===== src/rtl/ok_dram64x8_reader_if.sv =====
// Byte stream carrying drained RAM data from the reader to its consumer.
// The master drives data/valid, the slave returns ready.
interface ok_dram64x8_reader_if #(
    parameter int DW = 8
);
    logic [DW-1:0] data;
    logic          valid;
    logic          ready;

    modport master (
        output data,
        output valid,
        input  ready
    );

    modport slave (
        input  data,
        input  valid,
        output ready
    );
endinterface


===== src/rtl/ok_dram64x8_reader.sv =====
// Read-side controller for the 64x8 distributed-RAM buffer: drains bytes in
// order into a registered valid/ready stream and reports occupancy.
module ok_dram64x8_reader #(
    parameter int AW       = 6,
    parameter int DW       = 8,
    parameter int LOW_MARK = 4
) (
    input  logic                 i_clk,
    input  logic                 i_reset,
    input  logic [AW:0]          i_wr_ptr,
    output logic [AW-1:0]        o_ram_addr,
    input  logic [DW-1:0]        i_ram_dout,
    output logic [AW:0]          o_rd_ptr,
    ok_dram64x8_reader_if.master m_axis,
    input  logic                 i_flush,
    output logic [AW+1:0]        o_level,
    output logic                 o_empty,
    output logic                 o_almost_empty,
    output logic                 o_ptr_err
);

    localparam logic [AW:0]   DEPTH      = (AW+1)'(1 << AW);
    localparam logic [AW+1:0] LOW_MARK_W = (AW+2)'(LOW_MARK);

    // The output register's occupancy is the whole state.
    typedef enum logic {
        S_EMPTY = 1'b0,
        S_HOLD  = 1'b1
    } state_t;

    state_t          r_state;
    state_t          w_state_nxt;
    logic [AW:0]     r_rd_ptr;
    logic [AW:0]     w_rd_ptr_nxt;
    logic [DW-1:0]   r_data;
    logic [DW-1:0]   w_data_nxt;
    logic [AW+1:0]   r_level;
    logic [AW+1:0]   w_level_nxt;
    logic            r_empty;
    logic            r_almost_empty;
    logic            r_ptr_err;
    logic [AW:0]     w_avail;
    logic [AW:0]     w_avail_nxt;
    logic            w_avail_bad;
    logic            w_load;

    assign w_avail     = i_wr_ptr - r_rd_ptr;
    assign w_avail_bad = (w_avail > DEPTH);
    assign w_load      = (w_avail != '0) && ((r_state == S_EMPTY) || m_axis.ready)
                         && !i_flush && !r_ptr_err;

    // NOTE: every variable gets a default before any branch, so no path
    // through this block can leave it unassigned and infer a latch.
    always_comb begin
        w_state_nxt  = r_state;
        w_rd_ptr_nxt = r_rd_ptr;
        w_data_nxt   = r_data;

        unique case (r_state)
            S_EMPTY: if (w_load) w_state_nxt = S_HOLD;
            S_HOLD:  if (!w_load && m_axis.ready) w_state_nxt = S_EMPTY;
            default: w_state_nxt = S_EMPTY;
        endcase

        if (w_load) begin
            w_data_nxt   = i_ram_dout;
            w_rd_ptr_nxt = r_rd_ptr + 1'b1;
        end

        // Flush discards RAM contents up to the pre-edge write pointer; a byte
        // written on this same edge lands beyond it and survives.
        if (i_flush) begin
            w_state_nxt  = S_EMPTY;
            w_rd_ptr_nxt = i_wr_ptr;
        end
    end

    assign w_avail_nxt = i_wr_ptr - w_rd_ptr_nxt;
    assign w_level_nxt = {1'b0, w_avail_nxt}
                         + {{(AW+1){1'b0}}, (w_state_nxt == S_HOLD)};

    // NOTE: non-blocking assignments here so every register samples the
    // pre-edge values computed above, independent of statement order.
    always_ff @(posedge i_clk) begin
        if (i_reset) begin
            r_state        <= S_EMPTY;
            r_rd_ptr       <= '0;
            r_data         <= '0;
            r_level        <= '0;
            r_empty        <= 1'b1;
            r_almost_empty <= 1'b1;
            r_ptr_err      <= 1'b0;
        end else begin
            r_state        <= w_state_nxt;
            r_rd_ptr       <= w_rd_ptr_nxt;
            r_data         <= w_data_nxt;
            r_level        <= w_level_nxt;
            r_empty        <= (w_level_nxt == '0);
            r_almost_empty <= (w_level_nxt <= LOW_MARK_W);
            r_ptr_err      <= r_ptr_err | w_avail_bad;
        end
    end

    assign o_ram_addr     = r_rd_ptr[AW-1:0];
    assign o_rd_ptr       = r_rd_ptr;
    assign m_axis.data    = r_data;
    assign m_axis.valid   = (r_state == S_HOLD);
    assign o_level        = r_level;
    assign o_empty        = r_empty;
    assign o_almost_empty = r_almost_empty;
    assign o_ptr_err      = r_ptr_err;

    // A stalled byte must neither change nor vanish.
    a_stall_stable: assert property (
        @(posedge i_clk)
        (m_axis.valid && !m_axis.ready && !i_flush && !i_reset)
        |=> (m_axis.valid && $stable(m_axis.data))
    );

endmodule

===== src/flat_wrapper.sv =====
// flat-port wrapper written by rule: the top's interface ports become plain ports
module ok_dram64x8_reader_flat 
#(
    parameter int AW       = 6,
    parameter int DW       = 8,
    parameter int LOW_MARK = 4
)
  (i_clk, i_reset, i_wr_ptr, o_ram_addr, i_ram_dout, o_rd_ptr, i_flush, o_level, o_empty, o_almost_empty, o_ptr_err, m_axis_data, m_axis_valid, m_axis_ready);
  ok_dram64x8_reader_if #(.DW(DW)) m_axis_i ();
  input  logic i_clk;
  input  logic i_reset;
  input  logic [AW:0] i_wr_ptr;
  output logic [AW-1:0] o_ram_addr;
  input  logic [DW-1:0] i_ram_dout;
  output logic [AW:0] o_rd_ptr;
  input  logic i_flush;
  output logic [AW+1:0] o_level;
  output logic o_empty;
  output logic o_almost_empty;
  output logic o_ptr_err;
  output wire logic [$bits(m_axis_i.data)-1:0] m_axis_data;
  output wire logic [$bits(m_axis_i.valid)-1:0] m_axis_valid;
  input wire logic [$bits(m_axis_i.ready)-1:0] m_axis_ready;
  assign m_axis_data = m_axis_i.data;
  assign m_axis_valid = m_axis_i.valid;
  assign m_axis_i.ready = m_axis_ready;
  ok_dram64x8_reader #(.AW(AW), .DW(DW), .LOW_MARK(LOW_MARK)) u_core (.i_clk(i_clk), .i_reset(i_reset), .i_wr_ptr(i_wr_ptr), .o_ram_addr(o_ram_addr), .i_ram_dout(i_ram_dout), .o_rd_ptr(o_rd_ptr), .m_axis(m_axis_i), .i_flush(i_flush), .o_level(o_level), .o_empty(o_empty), .o_almost_empty(o_almost_empty), .o_ptr_err(o_ptr_err));
endmodule

===== config.mk =====
export PLATFORM = sky130hd
export DESIGN_NAME = ok_dram64x8_reader_flat
export DESIGN_NICKNAME = d
export VERILOG_FILES = /design/src/rtl/ok_dram64x8_reader_if.sv /design/src/rtl/ok_dram64x8_reader.sv /design/src/flat_wrapper.sv
export SDC_FILE = /design/constraint.sdc
export NUM_CORES = 1
export LEC_CHECK = 0
export CAP_MARGIN = 40
export CORE_MARGIN = 2
export CORE_UTILIZATION = 45
export CTS_CLUSTER_DIAMETER = 100
export CTS_CLUSTER_SIZE = 14
export DETAILED_ROUTE_END_ITERATION = 10
export HOLD_SLACK_MARGIN = 0.02
export PLACE_DENSITY = 0.86
export SYNTH_ARGS = -nofsm -noshare
export SYNTH_HDL_FRONTEND = slang
export SYNTH_SLANG_ARGS = --single-unit

===== constraint.sdc =====
create_clock -name i_clk -period 9.6 [get_ports i_clk]
set_clock_uncertainty 0.1 [all_clocks]
set_input_delay 1.92 -clock i_clk [delete_from_list [all_inputs] [get_ports i_clk]]
set_output_delay 1.92 -clock i_clk [all_outputs]
set_load 0.05 [all_outputs]

==> metrics.txt <==
# TYPE chip_impl_metric gauge
chip_impl_info{name="yosys-top-cells-area",value="sky130_fd_sc_hd__dfxtp_1 (30%), sky130_fd_sc_hd__ha_1 (10%), sky130_fd_sc_hd__nand2_1 (5.2%)"} 1
chip_impl_metric{name="synth_async_sr_flop_share",unit="%"} 0
chip_impl_metric{name="worst_pin_slew",unit="ns"} 0.537
chip_impl_metric{name="grt_pass1_wl",unit="µm"} 6820
chip_impl_metric{name="final_hold_viol_count",unit=""} 0
chip_impl_info{name="setup.worst_path.class",value="input port to flip-flop"} 1
chip_impl_metric{name="final-seq-area",unit="µm²"} 541
chip_impl_metric{name="cts.repair.resized",unit=""} 0
chip_impl_metric{name="power.switching_fraction",unit="%"} 41.2
chip_impl_info{name="worst_setup_path_endpoint",value="u_core.o_level[6]"} 1
chip_impl_info{name="min_path_type",value="flip-flop to flip-flop"} 1
chip_impl_metric{name="m1WireLength",unit="µm"} 1840
chip_impl_metric{name="cts_sinks",unit=""} 27
chip_impl_metric{name="grt_antenna_before_repair",unit=""} 0
chip_impl_metric{name="synth-edff-count",unit=""} 0
chip_impl_metric{name="route.met3.wl",unit="µm"} 240
chip_impl_metric{name="synth_nets",unit=""} 253
chip_impl_metric{name="numCtsBuffers",unit=""} 3
chip_impl_metric{name="cts_hold_repair.buffers",unit=""} 0
chip_impl_info{name="yosys.cell_count.top_type",value="sky130_fd_sc_hd__dfxtp_1"} 1
chip_impl_metric{name="count_of_max_cap_constraint_violations",unit=""} 0
chip_impl_metric{name="worst-endpoint-required",unit="ns"} 9.71
chip_impl_info{name="worst_setup_path_start_kind",value="input port"} 1
chip_impl_metric{name="vias_per_cell",unit=""} 5.37
chip_impl_metric{name="min_period_over_period",unit="%"} 66.7
chip_impl_metric{name="finalSetupTns",unit="ns"} 0
chip_impl_metric{name="cellInternalPower",unit="W"} 0.000225
chip_impl_info{name="netlist.top_cell.by_area",value="sky130_fd_sc_hd__dfxtp_1"} 1
chip_impl_info{name="post_synth_most_frequent_cells",value="sky130_fd_sc_hd__dfxtp_1 (27), sky130_fd_sc_hd__nand2_1 (25), sky130_fd_sc_hd__a21oi_1 (17)"} 1
chip_impl_metric{name="report.final.setup_viol",unit=""} 0
chip_impl_info{name="cts_tree",value="built"} 1
chip_impl_metric{name="timing.hold.ws",unit="ns"} 0.362
chip_impl_metric{name="grt_start_max_net_pins",unit=""} 18
chip_impl_metric{name="effective_utilization_at_floorplan",unit="%"} 45.8
chip_impl_metric{name="synth.cell_area",unit="µm²"} 1800
chip_impl_metric{name="core.rowCount",unit=""} 23
chip_impl_metric{name="fin_crit",unit="ns"} 6.40
chip_impl_metric{name="power-per-cell-area",unit="nW/µm²"} 162
chip_impl_info{name="timing.critical_path.from",value="i_wr_ptr[2]"} 1
chip_impl_info{name="maxUsedRoutingLayer",value="met4"} 1
chip_impl_metric{name="slew_violations",unit=""} 0
chip_impl_metric{name="die_height",unit="µm"} 67.3
chip_impl_metric{name="floorplan.core_area",unit="µm²"} 3940
chip_impl_info{name="status",value="finished clean"} 1
chip_impl_metric{name="fp.dieW",unit="µm"} 67.3
chip_impl_metric{name="place.detailed.hpwl",unit="µm"} 3190
chip_impl_metric{name="r2r_slack",unit="ns"} 4.86
chip_impl_metric{name="power.ir.vdd_worst",unit="mV"} 0.0837
chip_impl_metric{name="total_routing_usage_gr",unit="%"} 19.3
chip_impl_metric{name="globalRoute.totalOverflow",unit=""} 0
chip_impl_info{name="worst_r2r_endpoint",value="u_core.o_level[6]"} 1
chip_impl_metric{name="synth_warnings",unit=""} 0
chip_impl_metric{name="ant_nets",unit=""} 0
chip_impl_metric{name="numPlacedInstances",unit=""} 309
chip_impl_info{name="grt_setup_unrepaired",value="false"} 1
chip_impl_metric{name="p_comb_share",unit="%"} 48.8
chip_impl_metric{name="port_buffers",unit=""} 51
chip_impl_metric{name="drive_above_1_share",unit="%"} 5.70
chip_impl_metric{name="synth.yosys.seq_area_share",unit="%"} 30.0
chip_impl_metric{name="routed-via-count",unit=""} 1681
chip_impl_metric{name="clk_latency",unit="ns"} 0.27
chip_impl_metric{name="clock_buffer_depth",unit=""} 2
chip_impl_metric{name="synth_area_per_cell",unit="µm²"} 8.28
chip_impl_metric{name="num-nets-final",unit=""} 299
chip_impl_metric{name="netlist_instances",unit=""} 218
chip_impl_metric{name="wl_met2",unit="µm"} 1870
chip_impl_metric{name="p_leak",unit="nW"} 0.926
chip_impl_info{name="r2r-start",value="u_core.o_rd_ptr[2]"} 1
chip_impl_metric{name="stdcell_count",unit=""} 313
chip_impl_metric{name="layout.filler_cells",unit=""} 356
chip_impl_info{name="synth-main-ff-cell",value="sky130_fd_sc_hd__dfxtp_1"} 1
chip_impl_metric{name="power_frac_seq",unit="%"} 34.2
chip_impl_metric{name="remaining_drcs",unit=""} 0
chip_impl_metric{name="crit_arrival",unit="ns"} 6.51
chip_impl_metric{name="synth.lib_cells_used.distinct",unit=""} 46
chip_impl_metric{name="number_of_global_route_vias_before_repair",unit=""} 1594
chip_impl_info{name="cp-end-kind",value="flip-flop"} 1
chip_impl_metric{name="dr.first_iter.drc_count",unit=""} 52
chip_impl_metric{name="cts_setup_buffers",unit=""} 0
chip_impl_metric{name="dr.pass1.iters",unit=""} 5
chip_impl_metric{name="timing.max_slew.rel_slack",unit="%"} 64.1
chip_impl_metric{name="netlist.area_leader.share",unit="%"} 30.0
chip_impl_metric{name="area_of_the_multi_input_gates",unit="µm²"} 1130
chip_impl_metric{name="die_area",unit="µm²"} 4530
chip_impl_metric{name="switching_component_of_the_power",unit="W"} 0.000158
chip_impl_metric{name="worst_case_reg_to_reg_path_depth",unit=""} 19
chip_impl_metric{name="routed_wl",unit="µm"} 4040
chip_impl_metric{name="inserted_diodes",unit=""} 0
chip_impl_metric{name="h_tree_level_count",unit=""} 1
chip_impl_metric{name="gp_congestion",unit=""} 0.799
chip_impl_metric{name="top_level_ports",unit=""} 52
chip_impl_metric{name="timing.fmax",unit="GHz"} 0.156
chip_impl_metric{name="power_frac_clock",unit="%"} 17.0
chip_impl_metric{name="area_growth",unit="%"} 31.3
chip_impl_metric{name="worstPathMaxFanout",unit=""} 11
chip_impl_metric{name="clkTransAtPathRegs",unit="ns"} 0.09
chip_impl_metric{name="ys_seq_elements",unit=""} 27
chip_impl_info{name="cts_root_buf",value="sky130_fd_sc_hd__clkbuf_8"} 1
chip_impl_metric{name="wire_per_inst",unit="µm"} 12.9
chip_impl_metric{name="utilization",unit="%"} 60.1
==> cells in the final DEF, fill, tap and decap left out, types with 2 or more instances in the layout <==
master and count:
sky130_fd_sc_hd__clkdlybuf4s50_1 51, sky130_fd_sc_hd__nand2_1 25, sky130_fd_sc_hd__a31o_1 3, sky130_fd_sc_hd__a21o_1 3
sky130_fd_sc_hd__nor4_1 2, sky130_fd_sc_hd__o21ai_0 8, sky130_fd_sc_hd__o21bai_1 2, sky130_fd_sc_hd__a211oi_1 2
sky130_fd_sc_hd__o31a_1 2, sky130_fd_sc_hd__ha_1 15, sky130_fd_sc_hd__nor2b_1 7, sky130_fd_sc_hd__nor2_1 16
sky130_fd_sc_hd__inv_1 15, sky130_fd_sc_hd__a21oi_1 17, sky130_fd_sc_hd__nor3_1 4, sky130_fd_sc_hd__clkbuf_8 3
sky130_fd_sc_hd__nand2b_1 5, sky130_fd_sc_hd__o21a_1 5, sky130_fd_sc_hd__nand3_1 6, sky130_fd_sc_hd__dfxtp_1 27
sky130_fd_sc_hd__mux2i_1 3, sky130_fd_sc_hd__xor2_1 6, sky130_fd_sc_hd__xnor2_1 8, sky130_fd_sc_hd__o31ai_1 3
sky130_fd_sc_hd__or3_1 3
==> flip-flops by register name (all words and copies together), names as in the netlist <==
name	cells
u_core.o_rd_ptr	7
u_core.m_axis.data	8
u_core.o_ptr_err	1
u_core.m_axis.valid	1
u_core.o_almost_empty	1
u_core.o_level	8
u_core.o_empty	1
==> worst min path at each step <==
| stage | startpoint | endpoint | slack (ns) | cells after the start |
|---|---|---|---|---|
| floorplan | u_core.o_ptr_err | u_core.o_ptr_err | 0.57 | 2 |
| global placement | u_core.m_axis.data[6] | u_core.m_axis.data[6] | 0.34 | 2 |
| detailed placement | u_core.o_ptr_err | u_core.o_ptr_err | 0.35 | 2 |
| CTS | u_core.o_ptr_err | u_core.o_ptr_err | 0.36 | 2 |
| global route | u_core.m_axis.data[0] | u_core.m_axis.data[0] | 0.39 | 2 |
| finish | u_core.m_axis.data[7] | u_core.m_axis.data[7] | 0.36 | 2 |
==> kinds of logic after synthesis <==
family / count (synthesis) / synth area share [%]
buffers and inverters: 28 / 7.56
DFF: 27 / 30.0
xor gates and xnor gates: 15 / 7.70
muxes: 3 / 1.66
and+or+nand+nor: 77 / 21.8
AOI/OAI and AO/OA: 52 / 19.8
adders and majority gates: 16 / 11.5
==> critical path: stages <==
cell	delay, ns
sky130_fd_sc_hd__clkdlybuf4s50_1	0.48
sky130_fd_sc_hd__ha_1	0.38
sky130_fd_sc_hd__o21ai_0	0.19
sky130_fd_sc_hd__a21oi_1	0.09
sky130_fd_sc_hd__o41a_4	0.37
sky130_fd_sc_hd__xnor2_2	0.18
sky130_fd_sc_hd__o31a_2	0.43
sky130_fd_sc_hd__xnor2_1	0.16
sky130_fd_sc_hd__o21ai_0	0.22
sky130_fd_sc_hd__ha_1	0.24
sky130_fd_sc_hd__inv_1	0.06
sky130_fd_sc_hd__fa_1	0.39
sky130_fd_sc_hd__a21o_1	0.18
sky130_fd_sc_hd__a21oi_1	0.23
sky130_fd_sc_hd__xnor2_1	0.23
sky130_fd_sc_hd__nand2_1	0.13
sky130_fd_sc_hd__nor4bb_1	0.39
sky130_fd_sc_hd__nand3_1	0.12
sky130_fd_sc_hd__a21oi_1	0.13
==> metrics by stage <==
step	total power, W	setup WS, ns	area, µm²
after floorplan	0.000269	3.91	1800
after global placement	0.000315	2.73	2300
after global routing	0.000405	2.89	2370
final	0.000383	3.20	2370
after CTS	0.000385	3.25	2370
after detailed placement	0.000319	3.00	2320
==> power by group through the flow <==
| stage | Combinational [W] | Sequential, W | Clock [W] |
|---|---|---|---|
| 2_1_floorplan | 0.0000930 | 0.000176 | 0 |
| 3_3_place_gp | 0.000182 | 0.000133 | 0 |
| 3_5_place_dp | 0.000186 | 0.000134 | 0 |
| 4_1_cts | 0.000187 | 0.000131 | 0.0000672 |
| 5_1_grt | 0.000203 | 0.000132 | 0.0000697 |
| 6_report | 0.000187 | 0.000131 | 0.0000652 |
==> routing by layer <==
metal | track usage, % | up-vias
li1 | - | 841
met1 | 23.9 | 773
met2 | 33.4 | 56
met3 | 3.67 | 11
met4 | 6.63 | 0
met5 | 0 | -
==> area by class of cell <==
| class | count | share of cell area, % |
|---|---|---|
| Inverter | 16 | 2.53 |
| Clock buffer | 3 | 1.74 |
| Multi-Input combinational cell | 163 | 47.6 |
| Timing Repair Buffer | 53 | 22.5 |
| Tap cell | 50 | 2.64 |
| Sequential cell | 27 | 22.8 |
| Clock inverter | 1 | 0.211 |
(Power assumes the default switching activity.)
==> edit: new RTL, config.mk and constraints unchanged <==
The output `o_level` loses its register stage (`r_level` becomes a continuous assignment).
--- a/src/rtl/ok_dram64x8_reader.sv
+++ b/src/rtl/ok_dram64x8_reader.sv
@@ -86,7 +86,6 @@
             r_state        <= S_EMPTY;
             r_rd_ptr       <= '0;
             r_data         <= '0;
-            r_level        <= '0;
             r_empty        <= 1'b1;
             r_almost_empty <= 1'b1;
             r_ptr_err      <= 1'b0;
@@ -94,12 +93,13 @@
             r_state        <= w_state_nxt;
             r_rd_ptr       <= w_rd_ptr_nxt;
             r_data         <= w_data_nxt;
-            r_level        <= w_level_nxt;
             r_empty        <= (w_level_nxt == '0);
             r_almost_empty <= (w_level_nxt <= LOW_MARK_W);
             r_ptr_err      <= r_ptr_err | w_avail_bad;
         end
     end
+
+    assign r_level = w_level_nxt;
 
     assign o_ram_addr     = r_rd_ptr[AW-1:0];
     assign o_rd_ptr       = r_rd_ptr;
Check against the original RTL: not equivalent (a bounded check fails within 4 cycles, from zero or initial values and one cycle with i_reset high).
==> edit against the unedited design <==
  * Setup slack got worse by 2900 ps
  * Global-route usage rose by 2.2 points
  * Combinational power rose by 5%
  * Sequential share of layout area fell by 5.6 points
  * Worst hold slack improved by 40 ps
  * Via count fell by 4.0%
  * Area after synthesis fell by 8.7%
  * Wire length rose by 1.2%
  * First-iteration DRC count fell by 15%
  * Cell area fell by 6.5%
  * Critical path depth rose by 1
  * Sequential cell count fell by 8
  * Power fell by 13%
  * Largest cell class unchanged
  * Highest routed layer unchanged
==> edit: results (changes against the unedited design) <==
status=finished, final reports clean; capture point of the worst path=o_level[6]; ranking of synthesized cells by area=dfxtp_1, ha_1, mux2i_1; pre-CTS setup slack=182 ps (-2820 ps); DRT iter0 DRCs=44 (-15%); first-pass GRT wire length=7020 um (+3.0%); Max transition margin=50.4% (-14 points); root buffer cell=clkbuf_4; Synth Area per Inst=8.19 um2 (-1.0%); Slowest-stage cell, CP=or4_4; Post-DP Area=0.00217 mm2 (-6.6%); fin worst setup slack=312 ps (-2890 ps); Skew-Pair Late Insertion Delay=320 ps (+50 ps); top post-synthesis cells by count=nor2_1, dfxtp_1, ha_1; max reg flops=8; Worst path max stage delay=550 ps (+70 ps); clock transition at the registers of the reported paths=110 ps (+20 ps); CP Max Fanout=10 (-1); Syn Nets=236 (-6.7%); Final HPWL DP=3200 um (+0.13%); Worst R2R End=u_core.o_empty; fillcell total=292 (-18%); final layout net count=283 (-5.4%); Diodes inserted=0 (unchanged); final WL=4090 um (+1.2%); maximum VDD drop=0.120 mV (+44%); vias in the first global route=1,617 (+1.4%); # port buffers=51 (unchanged); Synth cell types=46 (unchanged); R2R setup slack=4300 ps (-560 ps); DR vias/cell=5.51 (+2.5%); RR Startpoint=u_core.o_rd_ptr[4]; number of iterations in the first detailed-routing pass=4 (-1); CP startpoint=i_wr_ptr[4]; Leak=0.889 nW (-4.0%); sequential fraction of the synthesis area=23.1% (-6.9 points); Yosys reg bits=19 (-30%); largest net degree at the start of global routing=20 (+2); gr usage total=21.5% (+2.2 points); layout cells sized above 1=7.29% (+1.6 points); Final Wtd Congestion=0.847 (+6.0%)
edit: cell count changes after synthesis, moves of 5 or more:
cell,delta
dfxtp_1,-8
nand2_1,-13
mux2i_1,+8
nor2b_1,-5
nor2_1,+11
nor3_1,+5
a21oi_1,-9
edit: what timing repair did:
item / in CTS / in global routing
endpoints found under the setup margin: 0 / 3
hold buffers: 0 / 0
resized for setup: 0 / 3
edit: cell families after synthesis:
logic type	after synthesis	synth area share [%]
buffers and inverters	23	6.61
AOI/OAI and AO/OA	42	19.4
DFF	19	23.1
and+or+nand+nor	74	22.6
adders and majority gates	16	12.6
muxes	13	8.28
xor gates and xnor gates	14	7.45
edit: worst min path at each step:
stage / startpoint / to / slack (ps) / cells after the start
2_1_floorplan: u_core.o_ptr_err / u_core.o_ptr_err / 630 / 2
3_3_place_gp: u_core.m_axis.data[7] / u_core.m_axis.data[7] / 370 / 2
3_5_place_dp: u_core.m_axis.data[6] / u_core.m_axis.data[6] / 380 / 2
4_1_cts: u_core.m_axis.data[6] / u_core.m_axis.data[6] / 410 / 2
5_1_grt: u_core.m_axis.data[3] / u_core.m_axis.data[3] / 440 / 2
6_report: u_core.m_axis.data[6] / u_core.m_axis.data[6] / 400 / 2
edit: final cells by class:
cell class / count / area [um2] / area share, %
timing repair buffer: 52 / 528 / 23.8
tap: 46 / 57.6 / 2.60
multi-input combinational: 159 / 1170 / 53.0
clock inverter: 1 / 5.00 / 0.226
clock buffer: 3 / 22.5 / 1.02
inverter: 13 / 48.8 / 2.20
sequential: 19 / 380 / 17.2
edit: worst min-delay path, cell delays in order, from the launching register on:
cell and delay, ps:
dfxtp_1 340, mux2i_1 60, nor2_1 70
edit: where the power goes:
group / switching, mW / total (mW) / internal [mW]
Clock: 0.0284 / 0.0440 / 0.0156
Sequential: 0.00618 / 0.0916 / 0.0854
Combinational: 0.122 / 0.197 / 0.0748
edit: layer usage:
| layer | global-route usage, % | routed length, um |
|---|---|---|
| met1 | 26.4 | 1780 |
| met3 | 4.34 | 225 |
| met5 | 0 | 0 |
| met4 | 9.04 | 51 |
| met2 | 36.5 | 2030 |
edit: stage by stage:
stage	utilization, %	instances	setup TNS, ps
3_5_place_dp	63.5	289	0
4_1_cts	64.3	293	0
3_3_place_gp	63.5	289	0
5_1_grt	64.9	293	-53.4
2_1_floorplan	-	201	0
6_report	64.9	293	0
